**src/rtl/frame_hdr_rx.sv**
```systemverilog
// Frame header receiver: sync-word search with Hamming tolerance, CRC-5 protected
// 16-bit header capture, and payload supervision with an end-of-frame or beat-count timeout.
module frame_hdr_rx #(
  parameter logic [31:0] SYNC_WORD      = 32'h1ACFFC1D,
  parameter int          MAX_SYNC_ERR   = 2,
  parameter logic [15:0] MAX_FRAME_BITS = 16'd60000
) (
  input  logic       clk,
  input  logic       rst,
  input  logic       in_bit,
  input  logic       in_valid,
  input  logic       eof_rx,
  output logic       sof_rx,
  output logic [2:0] oindex_M,
  output logic [3:0] oindex_SS,
  output logic [2:0] oindex_BW,
  output logic       oindex_data_off,
  output logic       locked,
  output logic       hdr_err,
  output logic       timeout_err
);

  // state | meaning
  // SEARCH  | hunting for the sync word
  // HEADER  | capturing the 16-bit header
  // PAYLOAD | locked, counting payload beats until eof or timeout
  localparam logic [1:0] ST_SEARCH  = 2'd0;
  localparam logic [1:0] ST_HEADER  = 2'd1;
  localparam logic [1:0] ST_PAYLOAD = 2'd2;

  logic [1:0]  state_q, state_d;
  logic [31:0] shreg_q, shreg_d;
  logic [5:0]  fill_q, fill_d;
  logic [3:0]  hcnt_q, hcnt_d;
  logic [14:0] hdr_q, hdr_d;
  logic [15:0] pcnt_q, pcnt_d;
  logic        sof_q, sof_d;
  logic        herr_q, herr_d;
  logic        to_q, to_d;
  logic [2:0]  m_q, m_d;
  logic [3:0]  ss_q, ss_d;
  logic [2:0]  bw_q, bw_d;
  logic        doff_q, doff_d;

  logic [31:0] shreg_nx;
  logic [5:0]  fill_nx;
  logic        sync_hit;
  logic [15:0] hdr_full;
  logic        hdr_ok;

  function automatic logic [4:0] crc5(input logic [10:0] d);
    logic [4:0] c;
    logic       fb;
    c = 5'b00000;
    for (int i = 10; i >= 0; i--) begin
      fb = d[i] ^ c[4];
      c  = {c[3:0], 1'b0} ^ (fb ? 5'b00101 : 5'b00000);
    end
    return c;
  endfunction

  // Match is judged on the window that already includes the current bit.
  assign shreg_nx = {shreg_q[30:0], in_bit};
  assign fill_nx  = (fill_q == 6'd32) ? 6'd32 : fill_q + 6'd1;
  assign sync_hit = (fill_nx == 6'd32) && ($countones(shreg_nx ^ SYNC_WORD) <= MAX_SYNC_ERR);
  assign hdr_full = {hdr_q, in_bit};
  assign hdr_ok   = (crc5(hdr_full[15:5]) == hdr_full[4:0]) && (|hdr_full[15:13]) && (|hdr_full[12:9]);

  always_comb begin
    state_d = state_q;
    shreg_d = shreg_q;
    fill_d  = fill_q;
    hcnt_d  = hcnt_q;
    hdr_d   = hdr_q;
    pcnt_d  = pcnt_q;
    sof_d   = 1'b0;
    herr_d  = 1'b0;
    to_d    = 1'b0;
    m_d     = m_q;
    ss_d    = ss_q;
    bw_d    = bw_q;
    doff_d  = doff_q;
    case (state_q)
      ST_SEARCH: begin
        if (in_valid) begin
          if (sync_hit) begin
            // Search registers leave zeroed so the next return to SEARCH starts fresh.
            state_d = ST_HEADER;
            hcnt_d  = 4'd0;
            shreg_d = '0;
            fill_d  = '0;
          end else begin
            shreg_d = shreg_nx;
            fill_d  = fill_nx;
          end
        end
      end
      ST_HEADER: begin
        if (in_valid) begin
          hdr_d  = hdr_full[14:0];
          hcnt_d = hcnt_q + 4'd1;
          if (hcnt_q == 4'd15) begin
            pcnt_d = '0;
            if (hdr_ok) begin
              state_d = ST_PAYLOAD;
              sof_d   = 1'b1;
              m_d     = hdr_full[15:13];
              ss_d    = hdr_full[12:9];
              bw_d    = hdr_full[8:6];
              doff_d  = hdr_full[5];
            end else begin
              state_d = ST_SEARCH;
              herr_d  = 1'b1;
            end
          end
        end
      end
      ST_PAYLOAD: begin
        // eof wins over a coincident timeout and suppresses its pulse.
        if (eof_rx) begin
          state_d = ST_SEARCH;
          pcnt_d  = '0;
        end else if (in_valid) begin
          if (pcnt_q == MAX_FRAME_BITS - 16'd1) begin
            state_d = ST_SEARCH;
            to_d    = 1'b1;
            pcnt_d  = '0;
          end else begin
            pcnt_d = pcnt_q + 16'd1;
          end
        end
      end
      default: state_d = ST_SEARCH;
    endcase
  end

  always_ff @(posedge clk) begin
    if (rst) begin
      state_q <= ST_SEARCH;
      shreg_q <= '0;
      fill_q  <= '0;
      hcnt_q  <= '0;
      hdr_q   <= '0;
      pcnt_q  <= '0;
      sof_q   <= 1'b0;
      herr_q  <= 1'b0;
      to_q    <= 1'b0;
      m_q     <= 3'd1;
      ss_q    <= 4'd1;
      bw_q    <= 3'd0;
      doff_q  <= 1'b0;
    end else begin
      state_q <= state_d;
      shreg_q <= shreg_d;
      fill_q  <= fill_d;
      hcnt_q  <= hcnt_d;
      hdr_q   <= hdr_d;
      pcnt_q  <= pcnt_d;
      sof_q   <= sof_d;
      herr_q  <= herr_d;
      to_q    <= to_d;
      m_q     <= m_d;
      ss_q    <= ss_d;
      bw_q    <= bw_d;
      doff_q  <= doff_d;
    end
  end

  assign sof_rx          = sof_q;
  assign hdr_err         = herr_q;
  assign timeout_err     = to_q;
  assign locked          = (state_q == ST_PAYLOAD);
  assign oindex_M        = m_q;
  assign oindex_SS       = ss_q;
  assign oindex_BW       = bw_q;
  assign oindex_data_off = doff_q;

endmodule

```
**config.mk**
```make
export PLATFORM = sky130hd
export DESIGN_NAME = frame_hdr_rx
export DESIGN_NICKNAME = d
export VERILOG_FILES = /design/src/rtl/frame_hdr_rx.sv
export SDC_FILE = /design/constraint.sdc
export NUM_CORES = 1
export LEC_CHECK = 0
export CAP_MARGIN = 40
export CORE_AREA = 2 2 101 103
export DETAILED_ROUTE_END_ITERATION = 6
export DIE_AREA = 0 0 103 105
export GPL_TIMING_DRIVEN = 0
export PLACE_DENSITY = 0.67
export SYNTH_ARGS = -nofsm -noshare
export SYNTH_HDL_FRONTEND = slang
export SYNTH_SLANG_ARGS = --single-unit
export TNS_END_PERCENT = 100
```
**constraint.sdc**
```tcl
create_clock -name clk -period 8.4 [get_ports clk]
set_clock_uncertainty 0.2 [all_clocks]
set_input_delay 1.68 -clock clk [delete_from_list [all_inputs] [get_ports clk]]
set_output_delay 1.68 -clock clk [all_outputs]
set_load 0.01 [all_outputs]
```
=== Word level (Yosys, flattened, before mapping) ===
Cells that the tools add are included.

* Mux-type cells: 36
* Multipliers: 0
* Magnitude comparators: 1
* Shift operators: 0
* Divide/modulo/power cells: 0
* Bitwise gates (word level): 25
* Reductions and logical operators: 16
* Equal/unequal tests: 13
* $add $sub $neg: 34

{| class="wikitable"
|+ Operator list
! cell !! count
|-
| two-way mux 16 bit || 5
|-
| XOR 5 x 3 -> 5 bit || 9
|-
| two-way mux 3 bit || 11
|-
| adder 1 x 1 -> 2 bit || 16
|-
| case mux 16 bit (2 select lines) || 1
|-
| two-way mux 31 bit || 1
|-
| adder 2 x 2 -> 3 bit || 8
|-
| NOT 19 bit || 1
|-
| adder 16 x 1 -> 16 bit, second input constant || 1
|-
| adder 3 x 3 -> 4 bit || 4
|-
| equality test 16 bit, second input constant || 1
|-
| two-way mux 2 bit || 8
|-
| equality test 6 bit, second input constant || 2
|-
| two-way mux 4 bit || 3
|-
| two-way mux 6 bit || 2
|-
| AND reduction 4 bit || 3
|-
| OR reduction 4 bit || 3
|-
| adder 4 x 4 -> 5 bit || 2
|-
| != test 2 bit, second input constant || 4
|-
| case mux 4 bit (2 select lines) || 1
|-
| XOR 1 bit || 8
|-
| adder 5 x 5 -> 6 bit || 1
|-
| adder 6 x 1 -> 6 bit, second input constant || 1
|-
| less-or-equal comparator 6 x 2 -> 1 bit, second input constant || 1
|-
| 18 further kinds || 28
|}

* Latch bits: 0
* ROM bits: 0
* Output and inout port bits: 15
* Input bits: 5
* Memories: 0
* Register bits: 88
* Bits in writable memories: 0

=== Depth between registers and ports, before layout ===
Gate-level depths: netlist (run 1).

* Depth in word-level cells: 35
* Depth in mapped cells: 21
* Depth with buffers taken out: 20

=== Worst setup path before layout (run 1) ===
No wires, ideal clock.

* Kind: input to register
* Start point: input in_bit
* End point: register shreg_q[17]
* Arrival time: 6.508 ns
* Data required time: 8.072 ns
* Library setup time: 0.128 ns
* Stages: 19
* Path slack: 1.565 ns
* Buffers on the path: 1
* Cells stage by stage: fa_1 -> fa_1 -> fa_1 -> inv_1 -> fa_1 -> fa_1 -> inv_1 -> fa_1 -> inv_1 -> ha_1 -> inv_1 -> fa_1 -> nand2b_1 -> o2111ai_1 -> nor4_1 -> a21oi_1 -> clkbuf_1 -> a22oi_1 -> nor2_1

* Longest elaborated chain between the ends: 9

{| class="wikitable"
|+ Ends and longest elaborated chain
! item !! line !! text
|-
| start, declared || 10 || <nowiki>input logic in_bit,</nowiki>
|-
| NOT 19 bit (no source line) || - ||
|-
| adder 1 x 1 -> 2 bit (not written as such) || 65 || <nowiki>assign sync_hit = (fill_nx == 6'd32) && ($countones(shreg_nx ^ SYNC_WORD) <= MAX_SYNC_ERR);</nowiki>
|-
| adder 2 x 2 -> 3 bit (not written as such) || 65 ||
|-
| adder 3 x 3 -> 4 bit (not written as such) || 65 ||
|-
| adder 4 x 4 -> 5 bit (not written as such) || 65 ||
|-
| adder 5 x 5 -> 6 bit (not written as such) || 65 ||
|-
| less-or-equal comparator 6 x 2 -> 1 bit || 65 ||
|-
| logical AND 1 bit || 65 ||
|-
| two-way mux 31 bit || 86 || <nowiki>if (sync_hit) begin</nowiki>
|-
| end signal, assigned || 154 || <nowiki>shreg_q <= shreg_d;</nowiki>
|-
| end, declared || 32 || <nowiki>logic [31:0] shreg_q, shreg_d;</nowiki>
|}

No other way between the ends.
A chain may end at the register's enable or synchronous reset.

=== Final worst setup path (run 1) ===
* Start point: input in_bit
* End point: register shreg_q[27]

The elaborated chain is that of the path after synthesis.

==> impl_metrics.tcl, run 1 <==
set metrics [dict create \
    start_util 0.492 \
    use_met1 0.243 \
    power_density_mw_per_mm2 157 \
    synth_compound_area_frac 0.133 \
    h-tree-depth 3 \
    peakVddDrop_uv 98.9 \
    setup_tns_ns 0 \
    ys_async_sr_fraction 0 \
    ys.flop_type "dfxtp_1" \
    placed_cells 686 \
    slowest_delay_ns 0.68 \
    drv_cap 0 \
    crit_path_end_kind "register" \
    path_max_fanout 10 \
    grt-ovfl-total 0 \
    maxSlewViolCount 0 \
    io_pins 20 \
    cts_resized 0 \
    crit_chain "clkdlybuf4s50_1 > fa_1 > fa_1 > fa_1 > inv_1 > fa_1 > fa_1 > inv_1 > fa_1 > inv_1 > ha_1 > inv_1 > fa_1 > nand2b_1 > o2111ai_1 > nor4_1 > a21oi_1 > clkbuf_1 > a22oi_1 > nor2_1" \
    finalCritPeriodShare 0.926 \
    synth-seq-cells 88 \
    port_buffers 19 \
    fin_nets 604 \
    status "finished, final reports clean" \
    postLayoutCellArea_mm2 0.00536 \
    num_rows 36 \
    track_usage 0.193 \
    grt_use_met3 0.0528 \
    cp_top_family "adder cells" \
    fin_crit_ns 7.77 \
    grt_most_used_layer "met2" \
    dp_hpwl_um 7190 \
    ys_seq_area_frac 0.371 \
    hold_viol_final 0 \
    crit_type "in2reg" \
    clk_pin_slew_ns 0.09 \
    ys_top_cells_by_area "dfxtp_1, fa_1, a22oi_1" \
    tightestPinTransition_ns 0.579 \
    drtIter0Drc 168 \
    yosys.area_share.simple 0.207 \
    total_power_mw 0.839 \
    hp-class "reg2reg" \
    netlist_area_mm2 0.00475 \
    cts_buffers 9 \
    cts_tree "yes" \
    required_ns 8.45 \
    slowest_stage "fa_1" \
    cpMostUsedCell "fa_1" \
    netlist.area_leader.share 0.371 \
    area_growth_pct 12.8 \
    cts_sinks 88 \
    synth_edf_count 0 \
    grt_start_max_net_pins 17 \
    cts_root_buf "clkbuf_8" \
    drive_above_1_share 0.0685 \
    vias 3714 \
    fmax_mhz 129 \
    ant_nets 0 \
    syn_inst 534 \
    grt_antenna_before_repair 0 \
    grt_pass1_wl_um 16500 \
    leakage_nw 1.91 \
    max_slew_margin 0.610 \
    reg2regPathDepth 20 \
    whs_path_depth 1 \
    met2_usage 0.318 \
    die_x_um 103 \
    crit_arrival_ns 7.82 \
    insertedDiodeCount 0 \
    core_area_mm2 0.00964 \
    grt_pass1_vias 3602 \
    placed_cell_area_mm2 0.00510 \
    yosysMostFrequentCell "dfxtp_1" \
    cp-start-kind "input port" \
    setup_viol 0 \
    yosysTopAreaCell "dfxtp_1" \
    cp.depth 20 \
    via_per_inst 5.29 \
    synth_top_family_by_area "simple AND/OR/NAND/NOR gates" \
    worst_skew_pair.late_latency_ns 0.38 \
    muxShareOfSynthArea 0.0253 \
    synth_xor_area_frac 0.0680 \
    syn_area_per_cell_um2 8.89 \
    critical_path_buf_inv_count 6 \
    synthAdderAreaFrac 0.130 \
    wirelength_um 9540 \
    postCtsSetupRepairBufs 0 \
    synth_warnings 0 \
    drc 0 \
    synth_commonest_cells "dfxtp_1, nor2_1, inv_1, nand2_1, a22oi_1" \
    drt-wirelength-per-cell_um 13.6 \
    gp_congestion 0.798 \
    clockBufferDepth 2 \
    synth_nets 574 \
    postCtsHoldBufs 0 \
    dr.pass1.iters 5 \
    synthDistinctLibCells 54 \
    die_area_mm2 0.0108 \
    stdcell_count 702 \
    die_y_um 105 \
    rsz0062_at_grt "false" \
]
## worst reg2reg max path, cell delays in order (launching register included)
cell       delay [ns]
dfxtp_1          0.40
inv_1            0.10
fa_1             0.53
fa_1             0.44
fa_1             0.52
inv_1            0.05
fa_1             0.48
fa_1             0.52
inv_1            0.05
fa_1             0.42
inv_1            0.07
ha_1             0.17
inv_1            0.06
fa_1             0.46
nand2b_1         0.10
o2111ai_1        0.15
nor4_1           0.56
a21oi_1          0.27
clkbuf_1         0.28
a22oi_1          0.21
nor2_1           0.07
## per-layer routing
| metal | vias up | routed length (um) |
|---|---|---|
| li1 | 1859 | - |
| met1 | 1782 | 4370 |
| met2 | 59 | 4630 |
| met3 | 14 | 354 |
| met4 | 0 | 182 |
| met5 | - | 0 |
## report_power, final
group | total, mW | internal [mW] | leakage (nW) | switching [mW]
Clock | 0.362 | 0.202 | 0.126 | 0.161
Combinational | 0.0568 | 0.0215 | 1.08 | 0.0353
Sequential | 0.420 | 0.418 | 0.709 | 0.00160
Total | 0.839 | 0.641 | 1.91 | 0.198
## cell families after synthesis
kind of cell	after synthesis
AOI/OAI and AO/OA	91
xor gates and xnor gates	31
adders and majority gates	35
buffers and inverters	78
DFF	88
muxes	12
and+or+nand+nor	199
## sequential cells by signal (all words and copies together) (netlist names), 2 cells and up
register / flops
hcnt_q: 4
oindex_M: 3
shreg_q: 31
pcnt_q: 16
oindex_BW: 3
fill_q: 6
state_q: 2
oindex_SS: 4
hdr_q: 15
## area by class of cell
class                      instances  area [um^2]
buffer                            28          124
clock buffer                       9          124
clock inverter                     7          128
fill                             905         4280
inverter                          50          188
multi-input combinational        368         2670
sequential                        88         1760
tap                              133          166
timing repair buffer              19          190
## cell usage in the layout, fill, tap and decap left out, types with 3 or more instances in the layout
| master | count |
|---|---|
| xor2_1 | 12 |
| nor2_1 | 62 |
| ha_1 | 11 |
| a211oi_1 | 3 |
| mux2i_1 | 12 |
| clkbuf_1 | 21 |
| buf_2 | 5 |
| inv_1 | 50 |
| clkbuf_8 | 9 |
| fa_1 | 24 |
| nor4_1 | 5 |
| nand4_1 | 9 |
| bufinv_16 | 3 |
| o21ai_0 | 5 |
| dfxtp_1 | 88 |
| nand2_1 | 48 |
| a31oi_1 | 3 |
| nand2b_1 | 24 |
| a22oi_1 | 34 |
| nand3_1 | 11 |
| nor3_1 | 13 |
| clkdlybuf4s50_1 | 19 |
| or2_2 | 3 |
| xnor2_1 | 14 |
| xnor2_2 | 3 |
| a21oi_1 | 31 |
| nand3b_1 | 3 |
| and3_1 | 4 |
## final timing paths
| path | start | endpoint | slack (ns) |
|---|---|---|---|
| setup / recovery | in_bit | shreg_q[27]$_SDFFE_PP0P_ | 0.63 |
| hold / removal | state_q[1]$_SDFFE_PP0P_ | state_q[0]$_SDFFE_PP0P_ | 0.27 |
| setup reg to reg | shreg_q[20]$_SDFFE_PP0P_ | shreg_q[27]$_SDFFE_PP0P_ | 2.18 |
| hold reg to reg | state_q[1]$_SDFFE_PP0P_ | state_q[0]$_SDFFE_PP0P_ | 0.27 |
## stage by stage
| stage | hold slack [ns] | utilization | worst slack (ns) |
|---|---|---|---|
| finish | 0.271 | 0.556 | 0.625 |
| global route | 0.310 | 0.556 | 0.327 |
| CTS | 0.272 | 0.556 | 0.649 |
| detailed placement | 0.247 | 0.529 | 0.273 |
| global placement | 0.259 | 0.529 | 0.312 |
| floorplan | 0.227 | - | 1.56 |
No activity file was read; power rests on OpenSTA's default activity.
==> run 2, diff against run 1 <==
Settings changed: DONT_BUFFER_PORTS set to 1, PLACE_DENSITY 0.67 to not set.
Clock period 8.4 ns to 7.35 ns, I/O delays scaled along.
==> run 2 against run 1 <==
  * Die area unchanged
  * Hold slack improved by 0.016 ns
  * Largest power group unchanged
  * Critical path depth decreased by 1
  * Power increased by 4.5%
  * Via count decreased by 4.4%
  * Critical endpoint is now shreg_q[7]$_SDFFE_PP0P_
  * Design area decreased by 4.7%
  * Global-route usage decreased by 0.36 points
  * Clock power decreased by 7.2%
  * Sequential power increased by 14%
  * Worst setup slack got worse by 0.19 ns
  * Register-to-register slack got worse by 1.1 ns
==> impl_metrics.tcl, run 2 (synthesis results as in run 1) <==
set metrics [dict create \
    port_buffers 0 \
    cp_top_family "adder cells" \
    setup_tns_ns 0 \
    die_y_um 105 \
    cts_tree "yes" \
    final_common_cell "dfxtp_1" \
    rsz0062_at_grt "false" \
    reg2reg_slack_ns 1.09 \
    slowest_stage "nor4_1" \
    drc 0 \
    hold_ws_ns 0.287 \
    cp.depth 19 \
    grt_start_max_net_pins 15 \
    area_growth_pct 7.49 \
    maxSlewViolCount 0 \
    max_slew_margin 0.562 \
    cp-startpoint "in_bit" \
    placed_cells 667 \
    wirelength_um 9480 \
    regMostFlops "shreg_q" \
    num_rows 36 \
    drv_cap 0 \
    hp-start "hdr_q[3]$_SDFFE_PP0P_" \
    drt-wirelength-per-cell_um 13.9 \
    hold_viol_final 0 \
    cp-endpoint "shreg_q[7]$_SDFFE_PP0P_" \
    cts_root_buf "clkbuf_8" \
    reg2regPathDepth 20 \
    stdcell_count 683 \
    insertedDiodeCount 0 \
    rr_endpoint "shreg_q[7]$_SDFFE_PP0P_" \
    crit_chain "fa_1 > fa_1 > fa_1 > inv_1 > fa_1 > fa_1 > inv_1 > fa_1 > inv_1 > ha_1 > inv_1 > fa_1 > nand2b_1 > o2111ai_1 > nor4_1 > a21oi_1 > clkbuf_1 > a22oi_1 > nor2_1" \
    dp_hpwl_um 7090 \
    track_usage 0.190 \
    critical_path_buf_inv_count 5 \
    start_util 0.492 \
    grt_pass1_vias 3428 \
    reg_top3 "shreg_q: 31 flops, pcnt_q: 16 flops, hdr_q: 15 flops" \
    timing.rr.start "shreg_q[29]$_SDFFE_PP0P_" \
    die_area_mm2 0.0108 \
    clockBufferDepth 2 \
    postCtsSetupRepairBufs 0 \
    peakVddDrop_uv 111 \
    crit_arrival_ns 6.96 \
    layout_common_cells "dfxtp_1, nor2_1, inv_1, nand2_1, a22oi_1" \
    multi_input_area_mm2 0.00267 \
    core_area_mm2 0.00964 \
    fin_nets 585 \
    status "finished, final reports clean" \
    grt_pass1_wl_um 16000 \
    crit_path_end_kind "register" \
    hp-class "reg2reg" \
    io_pins 20 \
    via_per_inst 5.20 \
    cp-start-kind "input port" \
    fin_crit_ns 6.92 \
    drtIter0Drc 106 \
    h-tree-depth 3 \
    slowest_delay_ns 0.61 \
    grt-ovfl-total 0 \
    regArea_mm2 0.00176 \
    vias 3549 \
    worst_skew_pair.late_latency_ns 0.37 \
    power_density_mw_per_mm2 172 \
    grt_antenna_before_repair 0 \
    setup_viol 0 \
    fmax_mhz 145 \
    path_max_fanout 10 \
    cpMostUsedCell "fa_1" \
    fill_cells 956 \
    cts_resized 0 \
    postCtsHoldBufs 0 \
    largest_reg_flops 31 \
    die_x_um 103 \
    tightestPinTransition_ns 0.651 \
    finalCritPeriodShare 0.941 \
    cts_buffers 9 \
    ant_nets 0 \
    cts_sinks 88 \
    drive_above_1_share 0.0655 \
    gp_congestion 0.796 \
    clk_pin_slew_ns 0.09 \
    dr.pass1.iters 5 \
    crit_type "in2reg" \
    leakage_nw 1.80 \
    required_ns 7.39 \
]
-- run 2: cell types whose count changed in the layout (fill, tap and decap cells not counted) --
cell	before	now
clkdlybuf4s50_1	19	0
clkinv_4	2	0
clkinvlp_4	0	2
inv_8	1	0
bufinv_16	3	1
clkbuf_1	21	24
-- run 2: cell type report --
cell class | count | share of cell area
Buffer | 28 | 0.0243
Clock buffer | 12 | 0.0265
Clock inverter | 4 | 0.0105
Inverter | 50 | 0.0368
Multi-Input combinational cell | 368 | 0.524
Sequential cell | 88 | 0.345
Tap cell | 133 | 0.0326
-- run 2: layer usage --
layer  track usage  vias up  part of all wire
met4        0.0705        0             0.016
li1              -     1811                 -
met1         0.245     1679              0.47
met3        0.0381       11             0.038
met2         0.310       48              0.48
met5             0        -                 0
-- run 2: through the flow --
stage	utilization	power [mW]	instance area, um^2	setup slack [ns]
2_1_floorplan	-	0.538	4750	0.725
3_3_place_gp	0.510	0.552	4910	0.115
3_5_place_dp	0.510	0.553	4910	0.0482
4_1_cts	0.529	0.889	5100	0.428
5_1_grt	0.529	0.920	5100	0.115
6_report	0.529	0.877	5100	0.431
-- run 2: how the worst min path moves through the flow --
stage | end | slack, ns | cells after the start
2_1_floorplan | state_q[0]$_SDFFE_PP0P_ | 0.23 | 1
3_3_place_gp | state_q[0]$_SDFFE_PP0P_ | 0.25 | 1
3_5_place_dp | state_q[0]$_SDFFE_PP0P_ | 0.25 | 1
4_1_cts | state_q[0]$_SDFFE_PP0P_ | 0.28 | 1
5_1_grt | state_q[0]$_SDFFE_PP0P_ | 0.30 | 1
6_report | hdr_q[4]$_SDFFE_PP0P_ | 0.29 | 2
-- run 2: where the power goes --
| group | total [mW] | leakage [nW] | switching [mW] | internal [mW] |
|---|---|---|---|---|
| combinational | 0.0614 | 1.01 | 0.0385 | 0.0229 |
| sequential | 0.479 | 0.709 | 0.00177 | 0.478 |
| clock | 0.336 | 0.0872 | 0.177 | 0.159 |
| total | 0.877 | 1.80 | 0.217 | 0.659 |
-- run 2: worst register-to-register path, cell delays in order, from the launching register on --
cell and delay (ns):
dfxtp_1 0.39, inv_1 0.08, fa_1 0.57, fa_1 0.44, fa_1 0.49, inv_1 0.05, fa_1 0.47, fa_1 0.51
inv_1 0.04, fa_1 0.42, inv_1 0.08, ha_1 0.17, inv_1 0.06, fa_1 0.47, nand2b_1 0.10, o2111ai_1 0.14
nor4_1 0.61, a21oi_1 0.28, clkbuf_1 0.29, a22oi_1 0.22, nor2_1 0.05
